===== config.mk =====
export PLATFORM = sky130hd
export DESIGN_NAME = lc3_controller
export DESIGN_NICKNAME = d
export VERILOG_FILES = /design/src/rtl/lc3_pkg.sv /design/src/rtl/lc3_wait_counter.sv /design/src/rtl/lc3_controller.sv
export SDC_FILE = /design/constraint.sdc
export NUM_CORES = 1
export LEC_CHECK = 0
export ABC_AREA = 1
export CORE_MARGIN = 5
export CORE_UTILIZATION = 45
export CTS_BUF_LIST = sky130_fd_sc_hd__clkbuf_4 sky130_fd_sc_hd__clkbuf_8
export CTS_CLUSTER_SIZE = 14
export DETAILED_ROUTE_END_ITERATION = 7
export PLACE_DENSITY = 0.89
export SYNTH_ARGS = -nofsm -noshare
export SYNTH_HDL_FRONTEND = slang
export SYNTH_SLANG_ARGS = --single-unit

===== constraint.sdc =====
create_clock -name clock -period 2 [get_ports clock]
set_input_delay 0.6 -clock clock [delete_from_list [all_inputs] [get_ports clock]]
set_output_delay 0.6 -clock clock [all_outputs]
set_load 0.1 [all_outputs]

===== src/rtl/lc3_pkg.sv =====
`default_nettype none
// ============================================================================
// Module      : lc3_pkg
// Description : Shared constants for the multi-cycle LC3 controller: opcode
//               values, FSM state encoding, memory-stage command codes and
//               the EXECUTE-state dispatch function.
// Revision    : 1.0 - initial release
// ============================================================================
package lc3_pkg;

    // Opcodes (ir[15:12])
    localparam logic [3:0] OP_BR  = 4'b0000;
    localparam logic [3:0] OP_ADD = 4'b0001;
    localparam logic [3:0] OP_LD  = 4'b0010;
    localparam logic [3:0] OP_ST  = 4'b0011;
    localparam logic [3:0] OP_AND = 4'b0101;
    localparam logic [3:0] OP_LDR = 4'b0110;
    localparam logic [3:0] OP_STR = 4'b0111;
    localparam logic [3:0] OP_NOT = 4'b1001;
    localparam logic [3:0] OP_LDI = 4'b1010;
    localparam logic [3:0] OP_STI = 4'b1011;
    localparam logic [3:0] OP_JMP = 4'b1100;
    localparam logic [3:0] OP_LEA = 4'b1110;

    // Controller states
    localparam logic [2:0] ST_FETCH     = 3'd0;
    localparam logic [2:0] ST_DECODE    = 3'd1;
    localparam logic [2:0] ST_EXECUTE   = 3'd2;
    localparam logic [2:0] ST_MEM_IND   = 3'd3;
    localparam logic [2:0] ST_MEM_RD    = 3'd4;
    localparam logic [2:0] ST_MEM_WR    = 3'd5;
    localparam logic [2:0] ST_WRITEBACK = 3'd6;
    localparam logic [2:0] ST_UPDATE_PC = 3'd7;

    // Memory-stage command codes
    localparam logic [1:0] MEM_READ  = 2'd0;
    localparam logic [1:0] MEM_WRITE = 2'd1;
    localparam logic [1:0] MEM_IND   = 2'd2;
    localparam logic [1:0] MEM_IDLE  = 2'd3;

    // State following EXECUTE for a given opcode. Unlisted opcodes behave
    // as NOPs and go straight to the PC update.
    function automatic logic [2:0] exec_next(input logic [3:0] op);
        logic [2:0] nxt;
        case (op)
            OP_ADD, OP_AND, OP_NOT, OP_LEA: nxt = ST_WRITEBACK;
            OP_LD,  OP_LDR:                 nxt = ST_MEM_RD;
            OP_ST,  OP_STR:                 nxt = ST_MEM_WR;
            OP_LDI, OP_STI:                 nxt = ST_MEM_IND;
            default:                        nxt = ST_UPDATE_PC;
        endcase
        return nxt;
    endfunction

endpackage
`default_nettype wire


===== src/rtl/lc3_wait_counter.sv =====
`default_nettype none
// ============================================================================
// Module      : lc3_wait_counter
// Description : Saturating wait-cycle counter for the controller watchdog.
//               expire pulses on the last permitted waiting cycle.
// Ports       : clock, reset      - clock / synchronous active-high reset
//               clear             - zero the counter (state change)
//               inc               - a waiting cycle with completion low
//               limit [CNT_W-1:0] - wait bound, 0 disables expiry
//               expire            - bound reached while still waiting
// Revision    : 1.0 - initial release
// ============================================================================
module lc3_wait_counter #(
    parameter int CNT_W = 8
) (
    input  logic             clock,
    input  logic             reset,
    input  logic             clear,
    input  logic             inc,
    input  logic [CNT_W-1:0] limit,
    output logic             expire
);

    logic [CNT_W-1:0] r_count_q;
    logic [CNT_W-1:0] w_count_d;

    // Clear wins over increment; the count sticks at all-ones instead of
    // wrapping so a stalled limit can never be re-armed by overflow.
    always_comb begin
        w_count_d = r_count_q;
        if (clear) begin
            w_count_d = '0;
        end else if (inc && (r_count_q != {CNT_W{1'b1}})) begin
            w_count_d = r_count_q + 1'b1;
        end
    end

    always_ff @(posedge clock) begin
        if (reset) begin
            r_count_q <= '0;
        end else begin
            r_count_q <= w_count_d;
        end
    end

    assign expire = inc && (limit != '0) && (r_count_q == (limit - 1'b1));

endmodule
`default_nettype wire


===== src/rtl/lc3_controller.sv =====
`default_nettype none
// ============================================================================
// Module      : lc3_controller
// Description : Moore sequencer for the multi-cycle LC3 core. Steps each
//               instruction through FETCH, DECODE, EXECUTE, optional memory
//               states, WRITEBACK and UPDATE_PC, with an optional watchdog
//               on the fetch and memory waits.
// Ports       : clock, reset            - clock / synchronous active-high reset
//               complete_instr          - instruction read done
//               complete_data           - data access done
//               ir [15:0], psr [2:0]    - instruction register, {n,z,p}
//               enable_fetch/_decode/_execute/_writeback - stage strobes
//               enable_updatePC, br_taken - PC load strobe and target select
//               mem_state [1:0]         - 0 rd, 1 wr, 2 indirect, 3 idle
//               mem_timeout             - sticky watchdog flag
// Revision    : 1.0 - initial release
// ============================================================================
module lc3_controller #(
    parameter int WAIT_LIMIT = 0,
    parameter int CNT_W      = 8
) (
    input  logic        clock,
    input  logic        reset,
    input  logic        complete_instr,
    input  logic        complete_data,
    input  logic [15:0] ir,
    input  logic [2:0]  psr,
    output logic        enable_fetch,
    output logic        enable_updatePC,
    output logic        br_taken,
    output logic        enable_decode,
    output logic        enable_execute,
    output logic        enable_writeback,
    output logic [1:0]  mem_state,
    output logic        mem_timeout
);

    import lc3_pkg::*;

    localparam logic [CNT_W-1:0] c_limit = CNT_W'(WAIT_LIMIT);

    logic [2:0] r_state_q, w_state_d;
    logic [3:0] r_op_q,    w_op_d;
    logic [2:0] r_nzp_q,   w_nzp_d;
    logic       r_mem_timeout_q, w_mem_timeout_d;

    logic w_in_mem;
    logic w_inc;
    logic w_done;
    logic w_clear;
    logic w_expire;
    logic w_unused_ir;

    // Only the opcode and condition field are consumed here.
    assign w_unused_ir = ^ir[8:0];

    assign w_in_mem = (r_state_q == ST_MEM_IND) || (r_state_q == ST_MEM_RD) ||
                      (r_state_q == ST_MEM_WR);

    // A waiting cycle: the relevant completion is low in a state that waits.
    assign w_inc  = ((r_state_q == ST_FETCH) && !complete_instr) ||
                    (w_in_mem && !complete_data);
    // The watchdog expiry stands in for a missing completion.
    assign w_done = !w_inc || w_expire;

    always_comb begin
        w_state_d = r_state_q;
        case (r_state_q)
            ST_FETCH:     if (w_done) w_state_d = ST_DECODE;
            ST_DECODE:    w_state_d = ST_EXECUTE;
            ST_EXECUTE:   w_state_d = exec_next(r_op_q);
            ST_MEM_IND:   if (w_done) w_state_d = (r_op_q == OP_STI) ? ST_MEM_WR : ST_MEM_RD;
            ST_MEM_RD:    if (w_done) w_state_d = ST_WRITEBACK;
            ST_MEM_WR:    if (w_done) w_state_d = ST_UPDATE_PC;
            ST_WRITEBACK: w_state_d = ST_UPDATE_PC;
            ST_UPDATE_PC: w_state_d = ST_FETCH;
            default:      w_state_d = ST_FETCH;
        endcase
    end

    assign w_clear = (w_state_d != r_state_q);

    // Opcode and condition field are captured once; ir is don't-care later.
    assign w_op_d          = (r_state_q == ST_DECODE) ? ir[15:12] : r_op_q;
    assign w_nzp_d         = (r_state_q == ST_DECODE) ? ir[11:9]  : r_nzp_q;
    assign w_mem_timeout_d = r_mem_timeout_q || w_expire;

    always_ff @(posedge clock) begin
        if (reset) begin
            r_state_q       <= ST_FETCH;
            r_op_q          <= 4'd0;
            r_nzp_q         <= 3'd0;
            r_mem_timeout_q <= 1'b0;
        end else begin
            r_state_q       <= w_state_d;
            r_op_q          <= w_op_d;
            r_nzp_q         <= w_nzp_d;
            r_mem_timeout_q <= w_mem_timeout_d;
        end
    end

    // With a zero limit the counter never expires, so it is always present.
    lc3_wait_counter #(
        .CNT_W (CNT_W)
    ) u_wait_counter (
        .clock  (clock),
        .reset  (reset),
        .clear  (w_clear),
        .inc    (w_inc),
        .limit  (c_limit),
        .expire (w_expire)
    );

    // Strobes are forced quiet during the reset cycle so an aborted
    // instruction cannot emit a stray enable while the state is reloaded.
    assign enable_fetch     = !reset && (r_state_q == ST_FETCH);
    assign enable_decode    = !reset && (r_state_q == ST_DECODE);
    assign enable_execute   = !reset && (r_state_q == ST_EXECUTE);
    assign enable_writeback = !reset && (r_state_q == ST_WRITEBACK);
    assign enable_updatePC  = !reset && (r_state_q == ST_UPDATE_PC);

    // psr is live so a branch sees the flags from the writeback just done.
    assign br_taken = enable_updatePC &&
                      ((r_op_q == OP_JMP) || ((r_op_q == OP_BR) && |(r_nzp_q & psr)));

    always_comb begin
        mem_state = MEM_IDLE;
        if (!reset) begin
            case (r_state_q)
                ST_MEM_RD:  mem_state = MEM_READ;
                ST_MEM_WR:  mem_state = MEM_WRITE;
                ST_MEM_IND: mem_state = MEM_IND;
                default:    mem_state = MEM_IDLE;
            endcase
        end
    end

    assign mem_timeout = r_mem_timeout_q;

endmodule
`default_nettype wire


# After elaboration in Yosys (flattened, before gate mapping)
# Memory sizes are Yosys's and may differ from the RTL's. A register that Yosys moved wholly into a read port is not among the register bits.
# Cells that the tools add are included.
[word_totals]
regBits = 10
input_bits = 23
latch_bits = 0
out_inout_bits = 9
ram_bits = 0
n_memories = 1
romBits = 48
word_cells = 48
[op_classes]
bitwise = 1
n_div = 0
shift = 0
magnitude_cmp = 0
reduce_logical = 20
n_mux = 10
n_eq_ne = 13
add_sub_neg = 0
multipliers = 0
[mem_list]
columns = ["memory", "words", "word_bits", "read_ports", "rd_clocked_by_memory_dff", "write_ports", "line_no", "source"]
rows = [
  ["(no name shown)", 16, 3, 1, 1, 0, "lc3_pkg.sv:45", "case (op)"],
]
[ops]
columns = ["cell", "n"]
rows = [
  ["3-bit one-hot mux with 8 select lines", 1],
  ["3-bit == test, second input constant", 4],
  ["3-bit two-way mux", 4],
  ["1-bit logical AND", 9],
  ["4-bit == test, second input constant", 2],
  ["4-bit two-way mux", 2],
  ["2-bit inequality test, second input constant", 4],
  ["3-bit by 2-bit == test with 1-bit output, second input constant", 2],
  ["2-bit one-hot mux with 3 select lines", 1],
  ["4-bit logical NOT", 1],
  ["1-bit logical OR", 4],
  ["4-bit AND reduction", 1],
  ["3-bit bitwise AND", 1],
  ["3-bit by 1-bit == test with 1-bit output, second input constant", 1],
  ["1-bit logical NOT", 3],
  ["3-bit logical NOT", 1],
  ["3-bit OR reduction", 1],
  ["2-bit two-way mux", 1],
  ["1-bit two-way mux", 1],
]

# Depth between registers and ports, before layout
# Gate-level depths: netlist (run 1).
[depth]
depth_word = 7
ltp_mapped = 10
ltp_nobuf = 9

# Hierarchy
# From an unflattened synthesis (run 1), not the netlist that was laid out.
[unflattened]
cells_unflattened = 257
hier_area_um2 = 1552.7
[modules_own_cells]
columns = ["mod", "instances", "seq_area_each_um2", "cells_per_inst", "area_per_inst_um2"]
rows = [
  ["lc3_controller", 1, 280.3, 128, 837.1],
  ["lc3_wait_counter", 1, 160.2, 129, 715.7],
]

# Worst setup path after synthesis (run 1)
# No wires, ideal clock.
[synth_path]
kind = "input -> output"
startpoint = "input reset"
endpoint = "output br_taken"
setup_slack_ns = -2.270
t_arrival_ns = 3.670
path_buffers = 1
stages = 6
required_time_ns = 1.400
cell_sequence = "buf_2 -> inv_2 -> nand2_1 -> nor2_1 -> nand2_1 -> nor2_1"
[synth_via]
elab_chain_cells = 3
[synth_rtl]
columns = ["item", "line_no", "source"]
rows = [
  ["from (decl)", "lc3_controller.sv:23", "input logic reset,"],
  ["1-bit logical NOT", "n/a", ""],
  ["1-bit logical AND", "lc3_controller.sv:120", "assign enable_updatePC = !reset && (r_state_q == ST_UPDATE_PC);"],
  ["named net enable_updatePC", "lc3_controller.sv:29", "output logic enable_updatePC,"],
  ["1-bit logical AND", "lc3_controller.sv:123", "assign br_taken = enable_updatePC &&"],
  ["to (decl)", "lc3_controller.sv:30", "output logic br_taken,"],
]
# The timed path passes the listed nets, and every way through them passes these cells.

# Final worst setup path (run 1)
[layout_path]
startpoint = "input reset"
endpoint = "output br_taken"
[layout_via]
elab_chain_cells = 3
[layout_rtl]
columns = ["item", "line_no"]
rows = [
  ["1-bit logical NOT", "n/a"],
  ["1-bit logical AND", "lc3_controller.sv:120"],
  ["1-bit logical AND", "lc3_controller.sv:123"],
]
# No other way between the ends.

==> qor.yml, run 1 <==
worst_hold_path:
  hold_path_class: "reg2reg"
synth:
  netlist_area_um2: 833
  synthTopCellsByArea: "dfxtp_1 31%, nand2_1 17%, nor2_1 8.1%"
  yosys_most_used_dff: "dfxtp_1"
  synth_nets: 150
  synth_cells: 125
  synth_edf_count: 0
  ys_async_sr_fraction_pct: 0
  yosysUniqueCellTypes: 26
  yosys_warnings: 0
  syn_avg_cell_area_um2: 6.67
  synth_most_common_cell: "nand2_1"
  synth-seq-cells: 13
  yosys.area.top_type: "dfxtp_1"
  yosysSeqAreaShare_pct: 31.2
  synthDominantCellAreaShare_pct: 31.2
  synth_commonest_cells: "37 x nand2_1, 18 x nor2_1, 13 x dfxtp_1"
flow_run:
  cap_violations: 0
layout:
  instances_no_fill: 183
  area_growth_pct: 59.8
  drive_gt1_share_pct: 34.8
  multiInputGateArea_um2: 547
  fillers: 126
  antenna_cells: 0
  final_nets: 184
  seq_area_um2: 267
clock_tree:
  ctsLongestPathBuffers: 2
  cts_root_buf: "clkbuf_4"
  htree_num_levels: 1
  clock_latency_ps: 280
  cts_buffers: 3
  cts_tree: "built"
  clk_pin_slew_worst_paths_ps: 90
  holdBufCountCts: 0
  cts_sinks: 13
pwr:
  power.leakage_nw: 0.599
  pwr-share-comb_pct: 66.6
  swShare_pct: 51.6
  max-vdd-ir-drop_mv: 0.813
  p_switching_mw: 1.00
  p_per_area_mw_per_mm2: 1460
  p_clk_share_pct: 9.3
  intPower_mw: 0.940
  power_frac_seq_pct: 24.1
  fin_total_pwr_mw: 1.94
routing:
  post_drt_via_cell_ratio: 5.04
  firstDrtPassIters: 4
  wl_um: 2230
  ant_nets: 0
  routedWlPerCell_um: 12.2
  drc: 0
  vias: 923
  initialDrtViolationCount: 19
placed_design:
  dp_cells: 177
  portBuffers: 21
  gp_congestion: 0.912
  dp_slack_ps: -377
  dp_hpwl_um: 1750
setup_path:
  startpoint_type: "input pin"
  crit_path_end_kind: "primary output"
  cp.arrival_ps: 1370
  cpLargestDelayFamily: "buffers and inverters"
  path_class: "in2out"
  cp.buffers_inverters: 4
  crit_fanout: 4
  crit_path_top_delay_cell: "buf_12"
  cp.required_ps: 1400
  worstPathCellList: "buf_6 > buf_6 > inv_8 > nand2_4 > nor2_4 > nand2_2 > nor2_4 > buf_12"
  critPathMaxStageDelay_ps: 180
floorplanning:
  row_count: 15
  dieArea_mm2: 0.00281
  io_pins: 32
  coreArea_mm2: 0.00175
  start_util_pct: 47.7
  die-height_um: 53.0
  die_x_um: 53.0
grt:
  grt_pass1_wl_um: 3770
  grt_max_degree: 9
  grt_pass1_vias: 963
  grt_overflow: 0
  grt_usage_pct: 18.5
  antenna_found_initial: 0
timing:
  final.setup.tns_ps: 0
  fin_crit_ps: 1970
  fmax_mhz: 508
  timing_hold_violations_final: 0
  final.setup_skew_ps: 11.0
  period_share_pct: 98.4
  worst_slack_ps: 31.5
  whs_ps: 472
  rsz0062_at_grt: "yes"
  setup_viol: 0
  slew_viol_final: 0
outcome:
  status: "completed"
-- layout make-up --
| cell class | count | share of cell area, % |
|---|---|---|
| multi-input cells | 93 | 41.1 |
| repair buffers | 34 | 29.5 |
| well taps | 25 | 2.35 |
| clock buffers | 4 | 2.26 |
| flip-flops and latches | 13 | 20.0 |
| inverters | 14 | 4.79 |
-- path summary, 6_finish.rpt --
kind / startpoint / endpoint / slack (ps) / cells past startpoint
worst max-delay path: reset / br_taken / 30 / 8
worst min-delay path: r_nzp_q[1]$_SDFFE_PP0N_ / r_nzp_q[1]$_SDFFE_PP0N_ / 470 / 2
worst max register to register: r_state_q[1]$_SDFFE_PP0P_ / flip-flop / 300 / 9
worst min register to register: r_nzp_q[1]$_SDFFE_PP0N_ / r_nzp_q[1]$_SDFFE_PP0N_ / 470 / 2
-- routing by layer --
layer  vias up  share of wire (%)  GRT usage (%)
met1       416                 40           19.4
met5         -                  0              0
met3        12                4.5           3.38
met2        35                 53           33.9
met4         0                2.9           10.6
li1        460                  -              -
-- through the flow --
stage          util (%)  cell area, um2
6_report           76.3            1330
3_3_place_gp       71.9            1250
5_1_grt            76.3            1330
3_5_place_dp       71.9            1250
4_1_cts            75.4            1320
2_1_floorplan         -             908
-- power groups by stage --
stage                     clock (mW)  combinational (mW)  sequential [mW]
after detailed placement           0                1.25            0.460
after global routing           0.196                1.40            0.483
after floorplan                    0               0.963            0.407
after global placement             0                1.22            0.454
after CTS                      0.181                1.28            0.458
final                          0.182                1.29            0.468
-- cell families after synthesis --
logic type      share of synthesized area, %
simple gates                            46.2
buf+inv                                 11.9
flops                                   31.2
compound gates                          7.21
fa+ha+maj                               3.00
other cells                            0.450
-- worst register-to-register path: stages, from the launching register on --
cell,delay (ps)
dfxtp_4,390
buf_4,160
nor3_4,290
o21ai_1,130
nor2_1,190
inv_1,80
ha_1,190
nand3_1,90
nand3_1,70
nand2_1,50
-- layout by cell type (no fill, tap or decap), types with 3 or more instances in the layout --
master           Yosys  final
a21oi_1              6      5
buf_12               0      8
buf_4                2     12
clkbuf_4             0      4
clkdlybuf4s15_1      0      3
clkdlybuf4s50_1      0      9
dfxtp_1             13     10
inv_1                9      9
nand2_1             37     34
nand2_2              2      4
nand3_1             11     10
nor2_1              18     14
nor2_2               2      3
nor2_4               2      5
-- what timing repair did --
action                                  4_1_cts  5_1_grt
resized for setup                            13        7
endpoints found under the hold margin         0        0
pin swaps                                     7        3
endpoints found under the setup margin        8        5
buffers inserted                              2        0
Power figures use the tool's default switching activity.
==> inputs of run 2 (changes only) <==
--- a/config.mk
+++ b/config.mk
@@ -12,6 +12,7 @@
 export CTS_CLUSTER_SIZE = 14
 export DETAILED_ROUTE_END_ITERATION = 7
 export PLACE_DENSITY = 0.89
+export SETUP_SLACK_MARGIN = 0.15
 export SYNTH_ARGS = -nofsm -noshare
 export SYNTH_HDL_FRONTEND = slang
 export SYNTH_SLANG_ARGS = --single-unit
==> run 2 against run 1 <==
Effect of this change: count of clock-buffer cells in the layout shrank 1; global-route usage grew 0.47 points; fmax grew 2.1%; clock power shrank 10%; critical path depth shrank 5; power grew 4.5%; wire length grew 6.6%; highest routed layer unchanged.
==> qor.yml, run 2 (synthesis gave the netlist of run 1 again) <==
outcome:
  status: "completed"
timing:
  setup_viol: 0
  worst_slack_ps: 71.6
  fin_crit_ps: 1930
  timing_hold_violations_final: 0
  fmax_mhz: 519
  rsz0062_at_grt: "yes"
  period_share_pct: 96.4
  final.setup_skew_ps: 4.70
  slew_viol_final: 0
grt:
  grt_usage_pct: 18.9
  grt_max_degree: 10
  grt_pass1_vias: 907
  antenna_found_initial: 0
  grt_overflow: 0
  grt_pass1_wl_um: 3810
placed_design:
  placed_area_mm2: 0.00127
  gp_congestion: 0.866
  portBuffers: 21
  dp_slack_ps: -434
  dp_hpwl_um: 1860
  dp_cells: 178
routing:
  initialDrtViolationCount: 17
  wl_um: 2380
  post_drt_via_cell_ratio: 5.07
  firstDrtPassIters: 4
  ant_nets: 0
  routedWlPerCell_um: 12.8
  vias: 943
  drc: 0
clock_tree:
  clk_pin_slew_worst_paths_ps: 80
  clock_latency_ps: 280
  cts_tree: "built"
  ctsLongestPathBuffers: 2
  htree_num_levels: 1
  cts_root_buf: "clkbuf_4"
  cts_sinks: 13
  cts_buffers: 3
pwr:
  max-vdd-ir-drop_mv: 0.888
  p_per_area_mw_per_mm2: 1480
  power.leakage_nw: 0.631
  fin_total_pwr_mw: 2.03
floorplanning:
  die_x_um: 53.0
  io_pins: 32
  dieArea_mm2: 0.00281
  row_count: 15
  die-height_um: 53.0
  start_util_pct: 47.7
  coreArea_mm2: 0.00175
layout:
  finish.utilization_pct: 78.5
  drive_gt1_share_pct: 37.9
  instances_no_fill: 186
  antenna_cells: 0
  final_common_cell: "nand2_1"
  final_cell_mix: "34 x nand2_1, 14 x nor2_1, 13 x buf_4"
  final_nets: 187
  area_growth_pct: 64.4
  design_area_mm2: 0.00137
worst_hold_path:
  hold_path_class: "reg2reg"
  min_from: "r_nzp_q[0]$_SDFFE_PP0N_"
setup_path:
  crit_path_end_kind: "primary output"
  cp.required_ps: 1400
  path_class: "reg2out"
  worstPathCellList: "buf_6 > nor4_4 > buf_12"
  cp-startpoint: "r_state_q[1]$_SDFFE_PP0P_"
  startpoint_type: "flip-flop"
  crit_fanout: 7
  reg2reg_from: "r_state_q[1]$_SDFFE_PP0P_"
  cp.arrival_ps: 1330
  crit_path_top_delay_cell: "dfxtp_4"
  critPathMaxStageDelay_ps: 390
flow_run:
  cap_violations: 0
[run 2: cell types whose count changed in the layout (fill, tap and decap cells not counted), sizes merged]
cell	previous run	this run
inv	13	14
buf	22	26
clkdlybuf4s15	3	1
[run 2: worst paths after layout]
path	cells past startpoint	slack [ps]	to
min	2	470	r_nzp_q[0]$_SDFFE_PP0N_
max	3	70	enable_fetch
max reg2reg	9	350	flip-flop
min reg2reg	2	470	r_nzp_q[0]$_SDFFE_PP0N_
[run 2: power by group]
part           internal (mW)  switching (mW)
combinational          0.538           0.830
sequential             0.374           0.125
clock                 0.0742          0.0890
total                  0.987            1.04
[run 2: critical path, delay by kind of cell, from the launching register on]
family                 cells  cell delay [ps]
buffers and inverters      2              350
and+or+nand+nor            1              310
DFF                        1              390
[run 2: per-layer routing]
metal | wire [um] | vias to the layer above | track usage [%]
met2 | 1310 | 33 | 36.2
met1 | 896 | 442 | 20.2
met4 | 65 | 0 | 9.79
met3 | 110 | 6 | 1.69
li1 | - | 462 | -
met5 | 0 | - | 0
[run 2: what timing repair did]
action	in CTS	in global routing
endpoints found under the setup margin	9	7
endpoints found under the hold margin	0	0
resized for setup	26	4
buffers inserted	3	1
pin swaps	9	5
hold buffers	0	0
[run 2: through the flow]
step           TNS [ps]  hold slack (ps)
6_report              0              475
2_1_floorplan     -1840              444
4_1_cts               0              475
3_5_place_dp      -3050              460
3_3_place_gp      -2900              449
5_1_grt               0              492
[run 2: final cells by class]
class                   count  area, um2
clock buffers               3       22.5
clock inverters             1       5.00
repair buffers             37        413
well taps                  25       31.3
multi-input cells          93        562
flip-flops and latches     13        272
fillers                   118        375
inverters                  14       65.1
